===== src/rtl/iter_counter.sv =====
// rtl/iter_counter.sv - parametrised iteration counter for the shift-add multiplier
//
// Gives the multiplier control FSM a step index, a last-iteration flag,
// a sticky terminal flag and a one-cycle completion pulse.
//
// Optional feature macro: ITER_COUNTER_LEN_EN
//   defined   : the length is taken from i_len at Load (0 or > N_BITS clamps to N_BITS)
//   undefined : i_len is ignored and the length is always N_BITS
//
// Parameters:
//   N_BITS  operand width and maximum iteration count (>= 2)
//   CNT_W   width of the count and length fields
//
// Ports:
//   i_clk    clock, rising edge
//   i_rst    synchronous active-high reset, dominates all other inputs
//   i_load   start (or restart) an operation, latches the effective length
//   i_step   advance the count by one while running
//   i_abort  cancel the operation and return to IDLE
//   i_len    requested iteration count (used only with ITER_COUNTER_LEN_EN)
//   o_cnt    current iteration index, 0 .. L-1
//   o_last   high while running with o_cnt == L-1
//   o_k      terminal flag, sticky until the next Load, Abort or reset
//   o_busy   high in the RUN state
//   o_done   one-cycle pulse when the final step is accepted

module iter_counter #(
  parameter int N_BITS = 8,
  parameter int CNT_W  = $clog2(N_BITS + 1)
) (
  input  logic             i_clk,
  input  logic             i_rst,
  input  logic             i_load,
  input  logic             i_step,
  input  logic             i_abort,
  input  logic [CNT_W-1:0] i_len,
  output logic [CNT_W-1:0] o_cnt,
  output logic             o_last,
  output logic             o_k,
  output logic             o_busy,
  output logic             o_done
);

  typedef enum logic [1:0] {
    S_IDLE = 2'd0,
    S_RUN  = 2'd1,
    S_DONE = 2'd2
  } state_t;

  localparam logic [CNT_W-1:0] LP_MAX_LEN = CNT_W'(N_BITS);

  state_t           r_state;
  logic [CNT_W-1:0] r_cnt;
  logic [CNT_W-1:0] r_len;
  logic             r_k;
  logic             r_done;

  logic [CNT_W-1:0] w_len_eff;
  logic [CNT_W-1:0] w_last_idx;
  logic             w_at_last;

`ifdef ITER_COUNTER_LEN_EN
  // A zero or oversize request falls back to the full operand width.
  always_comb begin
    w_len_eff = i_len;
    if ((i_len == '0) || (i_len > LP_MAX_LEN)) begin
      w_len_eff = LP_MAX_LEN;
    end
  end
`else
  logic w_unused_len;
  assign w_unused_len = ^i_len;
  assign w_len_eff    = LP_MAX_LEN;
`endif

  // r_len is always >= 1, so the subtraction cannot underflow.
  assign w_last_idx = r_len - CNT_W'(1);
  assign w_at_last  = (r_cnt == w_last_idx);

  always_ff @(posedge i_clk) begin
    if (i_rst || i_abort) begin
      r_state <= S_IDLE;
      r_cnt   <= '0;
      r_len   <= LP_MAX_LEN;
      r_k     <= 1'b0;
      r_done  <= 1'b0;
    end else begin
      r_done <= 1'b0;
      if (i_load) begin
        // Load restarts from any state; a pending final step is discarded.
        r_state <= S_RUN;
        r_cnt   <= '0;
        r_len   <= w_len_eff;
        r_k     <= 1'b0;
      end else begin
        case (r_state)
          S_RUN: begin
            if (i_step) begin
              if (w_at_last) begin
                r_state <= S_DONE;
                r_k     <= 1'b1;
                r_done  <= 1'b1;
              end else begin
                r_cnt <= r_cnt + CNT_W'(1);
              end
            end
          end
          S_DONE: begin
            r_k <= 1'b1;
          end
          default: begin
            r_state <= S_IDLE;
          end
        endcase
      end
    end
  end

  assign o_cnt  = r_cnt;
  assign o_busy = (r_state == S_RUN);
  assign o_last = o_busy && w_at_last;
  assign o_k    = r_k;
  assign o_done = r_done;

endmodule

===== config.mk =====
export PLATFORM = sky130hd
export DESIGN_NAME = iter_counter
export DESIGN_NICKNAME = d
export VERILOG_FILES = /design/src/rtl/iter_counter.sv
export SDC_FILE = /design/constraint.sdc
export NUM_CORES = 1
export LEC_CHECK = 0
export CAP_MARGIN = 20
export CORE_AREA = 2 2 39 41
export CTS_CLUSTER_DIAMETER = 50
export DETAILED_ROUTE_END_ITERATION = 8
export DIE_AREA = 0 0 41 43
export GPL_TIMING_DRIVEN = 0
export PLACE_DENSITY_LB_ADDON = 0.1
export SYNTH_ARGS = -nofsm -noshare
export SYNTH_HDL_FRONTEND = slang
export SYNTH_SLANG_ARGS = --single-unit

===== constraint.sdc =====
create_clock -name i_clk -period 1.8 [get_ports i_clk]
set_clock_uncertainty 0.2 [all_clocks]
set_input_delay 0.45 -clock i_clk [delete_from_list [all_inputs] [get_ports i_clk]]
set_output_delay 0.45 -clock i_clk [all_outputs]
set_load 0.005 [all_outputs]

-- Yosys cells after proc, flatten, opt, wreduce, memory -nomap -nowiden
Index checks and enable logic that the tools add are counted.
- register bits after elaboration: 8
- logic and storage cells: 35
- output and inout bits: 8
- bits of input ports: 9
- latch bits: 0
- bits in read-only memories: 0
- bits in writable memories: 0
- memories kept: 0
- reduce and logical (&&, ||, !) cells: 9
- $mul: 0
- divide/modulo/power cells: 0
- add/sub/neg operators: 1
- eq/ne operators: 8
- muxes and demuxes: 8
- bitwise operators: 4
- shift operators: 0
- order comparisons: 0
- operators by type and width (operator ; count):
    AND reduction 3 bit ; 4
    adder 4 x 1 -> 4 bit, second input constant ; 1
    == test 4 x 3 -> 1 bit, second input constant ; 1
    2-to-1 mux 1 bit ; 4
    2-to-1 mux 2 bit ; 2
    inequality test 2 bit, second input constant ; 2
    NOT 1 bit ; 4
    one-hot mux 2 bit (2 select lines) ; 1
    OR reduction 4 bit ; 1
    inequality test 3 x 2 -> 1 bit, second input constant ; 1
    inequality test 3 bit, second input constant ; 1
    == test 2 x 1 -> 1 bit, second input constant ; 1
    == test 2 bit, second input constant ; 1
    inequality test 2 x 1 -> 1 bit, second input constant ; 1
    one-hot mux 1 bit (2 select lines) ; 1
    nonzero test 2 bit ; 1
    OR reduction 2 bit ; 1
    logical AND 1 bit ; 1
    logical OR 1 bit ; 1

-- Longest topological paths before layout
Gate-level depths: netlist of run 1.
- word-level depth: 5
- gate-level depth with buffers: 4
- depth with buffers taken out: 4

-- Worst setup path after synthesis of run 1
OpenSTA, ideal clock, no wires.
- path type: register -> output
- from: reg r_cnt[0] (netlist: o_cnt[0])
- to: out o_last
- buffers on the path: 0
- stages on the path, launching flop included: 4
- arrival: 940 ps
- required time: 1150 ps
- setup slack: 210 ps
- path through: dfxtp_1 ha_1 and3b_1 and2_1
- longest elaborated chain between the ends: 2
- ends and longest elaborated chain (element ; line ; source):
    start: declaration ; 53 ; logic [CNT_W-1:0] r_cnt;
    start signal: assignment ; 104 ; r_cnt <= r_cnt + CNT_W'(1);
    == test 4 x 3 -> 1 bit ; 78 ; assign w_at_last = (r_cnt == w_last_idx);
    logical AND 1 bit ; 121 ; assign o_last = o_busy && w_at_last;
    end: declaration ; 38 ; output logic o_last,
Every way passes these cells.

-- Worst setup path in the final report of run 1
- from: reg r_cnt[1] (netlist: o_cnt[1])
- to: out o_last
The elaborated chain is that of the path after synthesis.

==> results.toml, run 1 <==
[run_status]
status = "complete, but fails checks"
violations = "negative setup slack"

[setup_path]
reg2reg_depth = 6
crit_start = "o_cnt[1]$_SDFFE_PP0P_"
max_stage_delay_ns = 0.35
worstPathArrival_ns = 1.18
path_cells = "ha_4 > and3b_2 > and2_4 > buf_6"
cp_slowest_cell = "dfxtp_4"
cp_max_fo = 2
start_kind = "flip-flop"
required_ns = 1.15
reg2reg_from = "o_cnt[1]$_SDFFE_PP0P_"
crit_path_end_kind = "output pin"
path_class = "reg2out"

[die]
die_y_um = 43
die_w_um = 41
core_area_mm2 = 0.00138
die-area_mm2 = 0.00176
rows = 14
start_util_pct = 25.7
ios = 17

[clock_tree]
numCtsBuffers = 3
clockBufferDepth = 2
cts_tree = "yes"
clk_pin_slew_ns = 0.05
clk_latency_ns = 0.25
htree_num_levels = 1
root_buffer = "clkbuf_4"
cts.sinks = 8

[synth]
synth.area.top_cells = "dfxtp_1 (45%), a21oi_1 (8.5%), nand3b_4 (5.6%)"
yosys_register_bits = 8
synth_edf_count = 0
syn_inst = 38
yosys_warnings = 0
yosys.area.top_type = "dfxtp_1"
yosysSeqAreaShare_pct = 45.1
syn_avg_cell_area_um2 = 9.35
synth_top_area_share_pct = 45.1
synth_flop_cell = "dfxtp_1"
synthDistinctLibCells = 21
async_reset_ff_share_pct = 0
syn_area_um2 = 355
syn_nets = 48

[power_and_ir_drop]
ir_worst_vdd_mv = 0.354
powerDensity_mw_per_mm2 = 561
p_leak_nw = 0.242

[hold_path]
min_from = "o_k$_SDFFE_PP0P_"
hold_class = "reg2reg"
hold_depth = 2

[placed_design]
routabilityCongestion = 0.643
hpwlAfterDp_um = 585
pre_cts_ws_ns = -0.402
io_buffers = 12

[final_layout]
area_delta_synth_final_pct = 68.7
layout.nets = 71
final_cell_mix = "clkdlybuf4s50_1 (8), a21oi_1 (6), buf_4 (6)"
drive_above_1_share_pct = 35.6
diodes = 0
layout_commonest_cell = "clkdlybuf4s50_1"

[detailed_routing]
first_iter_violations = 2
route.vias.total = 371
drt-total-wl_um = 891
drt_pass1_iterations = 2
drtAntennaViolNets = 0
drt-vias-per-instance = 4.95
drc = 0
post_drt_wl_per_cell_um = 11.9

[global_route]
grt_pass1_wl_mm = 1.44
grt_util_all_layers_pct = 12.4
grt_pass1_vias = 356
overflow = 0
grt_max_degree = 8
antenna_found_initial = 0

[sta]
relSlewSlack_pct = 79.8
finalSetupViolations = 1
max_freq_mhz = 546
slew_viol_final = 0
setup_tns_ns = -0.0317
worst_pin_slew_ns = 0.303
hold_viol = 0
final.setup.worst_slack_ns = -0.0317
min_period_ns = 1.83
rsz0062_at_grt = "yes"
fin_crit_sh_pct = 102

[run]
max_cap_violations = 0
[stage by stage]
step / cell area [um^2] / util, % / hold slack, ns / std cells / power [mW]
after floorplan: 355 / - / 0.257 / 38 / 0.191
after global placement: 495 / 35.8 / 0.258 / 66 / 0.205
after detailed placement: 495 / 35.8 / 0.266 / 66 / 0.206
after CTS: 581 / 42.0 / 0.275 / 74 / 0.344
after global routing: 599 / 43.3 / 0.295 / 75 / 0.353
final: 599 / 43.3 / 0.266 / 75 / 0.336
[Yosys cell counts (2+ instances only)]
cell type and instances:
o21ai_0 3, and3b_1 2, nor3_1 2, dfxtp_1 8
or3_1 2, a21oi_1 6
[worst max-delay path, delay by kind of cell (launching register included)]
| kind | cells | cell delay [ns] |
|---|---|---|
| adders and majority gates | 1 | 0.15 |
| buffers and inverters | 1 | 0.10 |
| DFF | 1 | 0.35 |
| and+or+nand+nor | 2 | 0.33 |
[metal layers]
layer | share of wire, % | global-route usage [%]
met2 | 54 | 19.1
met3 | 5.7 | 4.71
met4 | 1.0 | 6.00
met5 | 0 | 0
met1 | 40 | 14.3
[registers in the layout, summed over array words and instances (netlist names)]
name and cells:
o_cnt 4, o_done 1, r_state 2, o_k 1
[final timing paths]
path | slack [ns] | to
worst min register to register | 0.27 | o_k$_SDFFE_PP0P_
worst max register to register | 0.08 | o_cnt[0]$_SDFFE_PP0P_
worst min-delay path | 0.27 | o_k$_SDFFE_PP0P_
worst max-delay path | -0.03 | o_last
[repair_timing]
action / in CTS / in global routing
resized for setup: 20 / 3
hold buffers: 0 / 0
pin swaps: 2 / 0
setup buffers: 5 / 1
setup endpoints to repair: 5 / 2
[where the power goes]
group | switching (mW) | internal (mW)
logic | 0.00959 | 0.0151
registers | 0.000816 | 0.174
clock network | 0.0602 | 0.0763
total | 0.0706 | 0.266
[logic make-up (layout without fill, tap and decap cells)]
group / count (synthesis) / in the layout / synth area share (%)
simple gates: 17 / 17 / 34.9
flops: 8 / 8 / 45.1
fa+ha+maj: 1 / 1 / 3.52
buf+inv: 2 / 23 / 2.11
compound gates: 10 / 10 / 14.4
[layout make-up]
type | instances | area (um^2)
Timing Repair Buffer | 18 | 163
Inverter | 1 | 3.75
Sequential cell | 8 | 175
Fill cell | 141 | 785
Clock buffer | 3 | 22.5
Tap cell | 16 | 20.0
Multi-Input combinational cell | 28 | 211
Buffer | 1 | 3.75
No activity file was read; power rests on OpenSTA's default activity.
==> inputs of run 2 (changes only) <==
ABC_CLOCK_PERIOD_IN_PS = 1800   (was default)
==> results of run 2 <==
The final DEF is identical to that of run 1; final timing and power are the same.
==> inputs of run 3 (changes only) <==
ABC_CLOCK_PERIOD_IN_PS = 1700   (was 1800)
clock period = 1.7 ns   (was 1.8 ns; I/O delays follow)
==> run 3 against run 2 <==
  * The flow still finishes with violations (negative setup slack)
  * Largest cell class unchanged
  * Power up 5.6%
  * Combinational power grew 2%
  * Setup slack got worse by 0.083 ns
  * Critical path type unchanged
==> results.toml, run 3 (synthesis results as in run 1) <==
[detailed_routing]
drt-total-wl_um = 903
drtAntennaViolNets = 0
drt-vias-per-instance = 4.96
drt_pass1_iterations = 2
route.vias.total = 367
first_iter_violations = 2
post_drt_wl_per_cell_um = 12.2
drc = 0

[sta]
min_period_ns = 1.81
worst_pin_slew_ns = 0.236
final.setup.worst_slack_ns = -0.114
relSlewSlack_pct = 84.3
rsz0062_at_grt = "yes"
finalSetupViolations = 2
slew_viol_final = 0
max_freq_mhz = 551
fin_crit_sh_pct = 107
hold_viol = 0

[final_layout]
stdcell_count = 74
area_delta_synth_final_pct = 69.0
multi_input_area_um2 = 211
largest_register_ffs = 4
diodes = 0
drive_above_1_share_pct = 36.2
fillers = 141
layout.nets = 70
final_cell_mix = "a21oi_1 (6), buf_4 (6), dlygate4sd2_1 (5)"
final_util_pct = 43.4
ff_latch_area_um2 = 175

[global_route]
grt_pass1_wl_mm = 1.44
grt_max_degree = 8
overflow = 0
grt_pass1_vias = 356
antenna_found_initial = 0
grt_util_all_layers_pct = 12.4

[hold_path]
holdPathEnd = "o_k$_SDFFE_PP0P_"
hold_depth = 2
hold_class = "reg2reg"
min_from = "o_k$_SDFFE_PP0P_"

[setup_path]
crit_path_end_kind = "output pin"
cp_max_fo = 2
reg2reg_depth = 6
reg2reg_slack_ns = -0.01
worstPathArrival_ns = 1.19
start_kind = "flip-flop"
required_ns = 1.07
r2r_end = "o_cnt[0]$_SDFFE_PP0P_"
path_class = "reg2out"
reg2reg_from = "o_cnt[1]$_SDFFE_PP0P_"

[die]
ios = 17
rows = 14
start_util_pct = 25.7
die_y_um = 43
die-area_mm2 = 0.00176
core_area_mm2 = 0.00138
die_w_um = 41

[power_and_ir_drop]
ir_worst_vdd_mv = 0.374
p_total_uw = 355
powerDensity_mw_per_mm2 = 591
p_leak_nw = 0.297

[run]
max_cap_violations = 0

[run_status]
status = "complete, but fails checks"
violations = "negative setup slack"

[clock_tree]
clockBufferDepth = 2
clk_pin_slew_ns = 0.05
cts_tree = "yes"
numCtsBuffers = 3
root_buffer = "clkbuf_4"
postCtsHoldBufs = 0
clk_latency_ns = 0.25
cts.sinks = 8
htree_num_levels = 1

[placed_design]
dp.cells = 66
hpwlAfterDp_um = 585
io_buffers = 12
routabilityCongestion = 0.643
## run 3: timing repair
action	in CTS	in global routing
setup endpoints to repair	7	5
setup buffers	5	1
pin swaps	1	2
resized for setup	23	5
## run 3: report_power, final
part           total (mW)  switching [mW]  internal, mW
combinational      0.0253         0.00990        0.0154
clock               0.144          0.0635        0.0807
sequential          0.185        0.000856         0.184
total               0.355          0.0743         0.281
## run 3: worst max path at each step
stage                     cells past startpoint      to             startpoint  slack (ns)
final                                         4  o_last  o_cnt[1]$_SDFFE_PP0P_       -0.11
after global routing                          4  o_last  o_cnt[1]$_SDFFE_PP0P_       -0.15
after CTS                                     4  o_last  o_cnt[1]$_SDFFE_PP0P_       -0.14
after detailed placement                      4  o_last  o_cnt[0]$_SDFFE_PP0P_       -0.48
after global placement                        4  o_last  o_cnt[0]$_SDFFE_PP0P_       -0.44
after floorplan                               3  o_last  o_cnt[0]$_SDFFE_PP0P_        0.14
## run 3: per-layer routing
layer | vias up | global-route usage, % | share of wire [%]
li1 | 181 | - | -
met1 | 176 | 14.3 | 37
met2 | 8 | 19.1 | 56
met3 | 2 | 4.71 | 5.8
met4 | 0 | 6.00 | 1.0
met5 | - | 0 | 0
## run 3: cell type report
type / instances / area share, %
clock buffers: 3 / 3.75
inverters: 1 / 0.625
multi-input cells: 28 / 35.2
flip-flops and latches: 8 / 29.2
well taps: 16 / 3.33
repair buffers: 18 / 27.9
## run 3: critical path, cell delays in order (launching register included)
cell and delay [ns]:
dfxtp_4 0.35, ha_4 0.16, and3b_2 0.20, and2_4 0.14, buf_6 0.10
## run 3: metrics by stage
step / instance area (um^2) / setup TNS [ns] / worst slack [ns] / hold WS, ns
finish: 601 / -0.123 / -0.114 / 0.263
global route: 601 / -0.196 / -0.146 / 0.293
CTS: 581 / -0.142 / -0.142 / 0.275
detailed placement: 495 / -1.47 / -0.477 / 0.266
global placement: 495 / -1.32 / -0.439 / 0.258
floorplan: 355 / 0 / 0.135 / 0.257
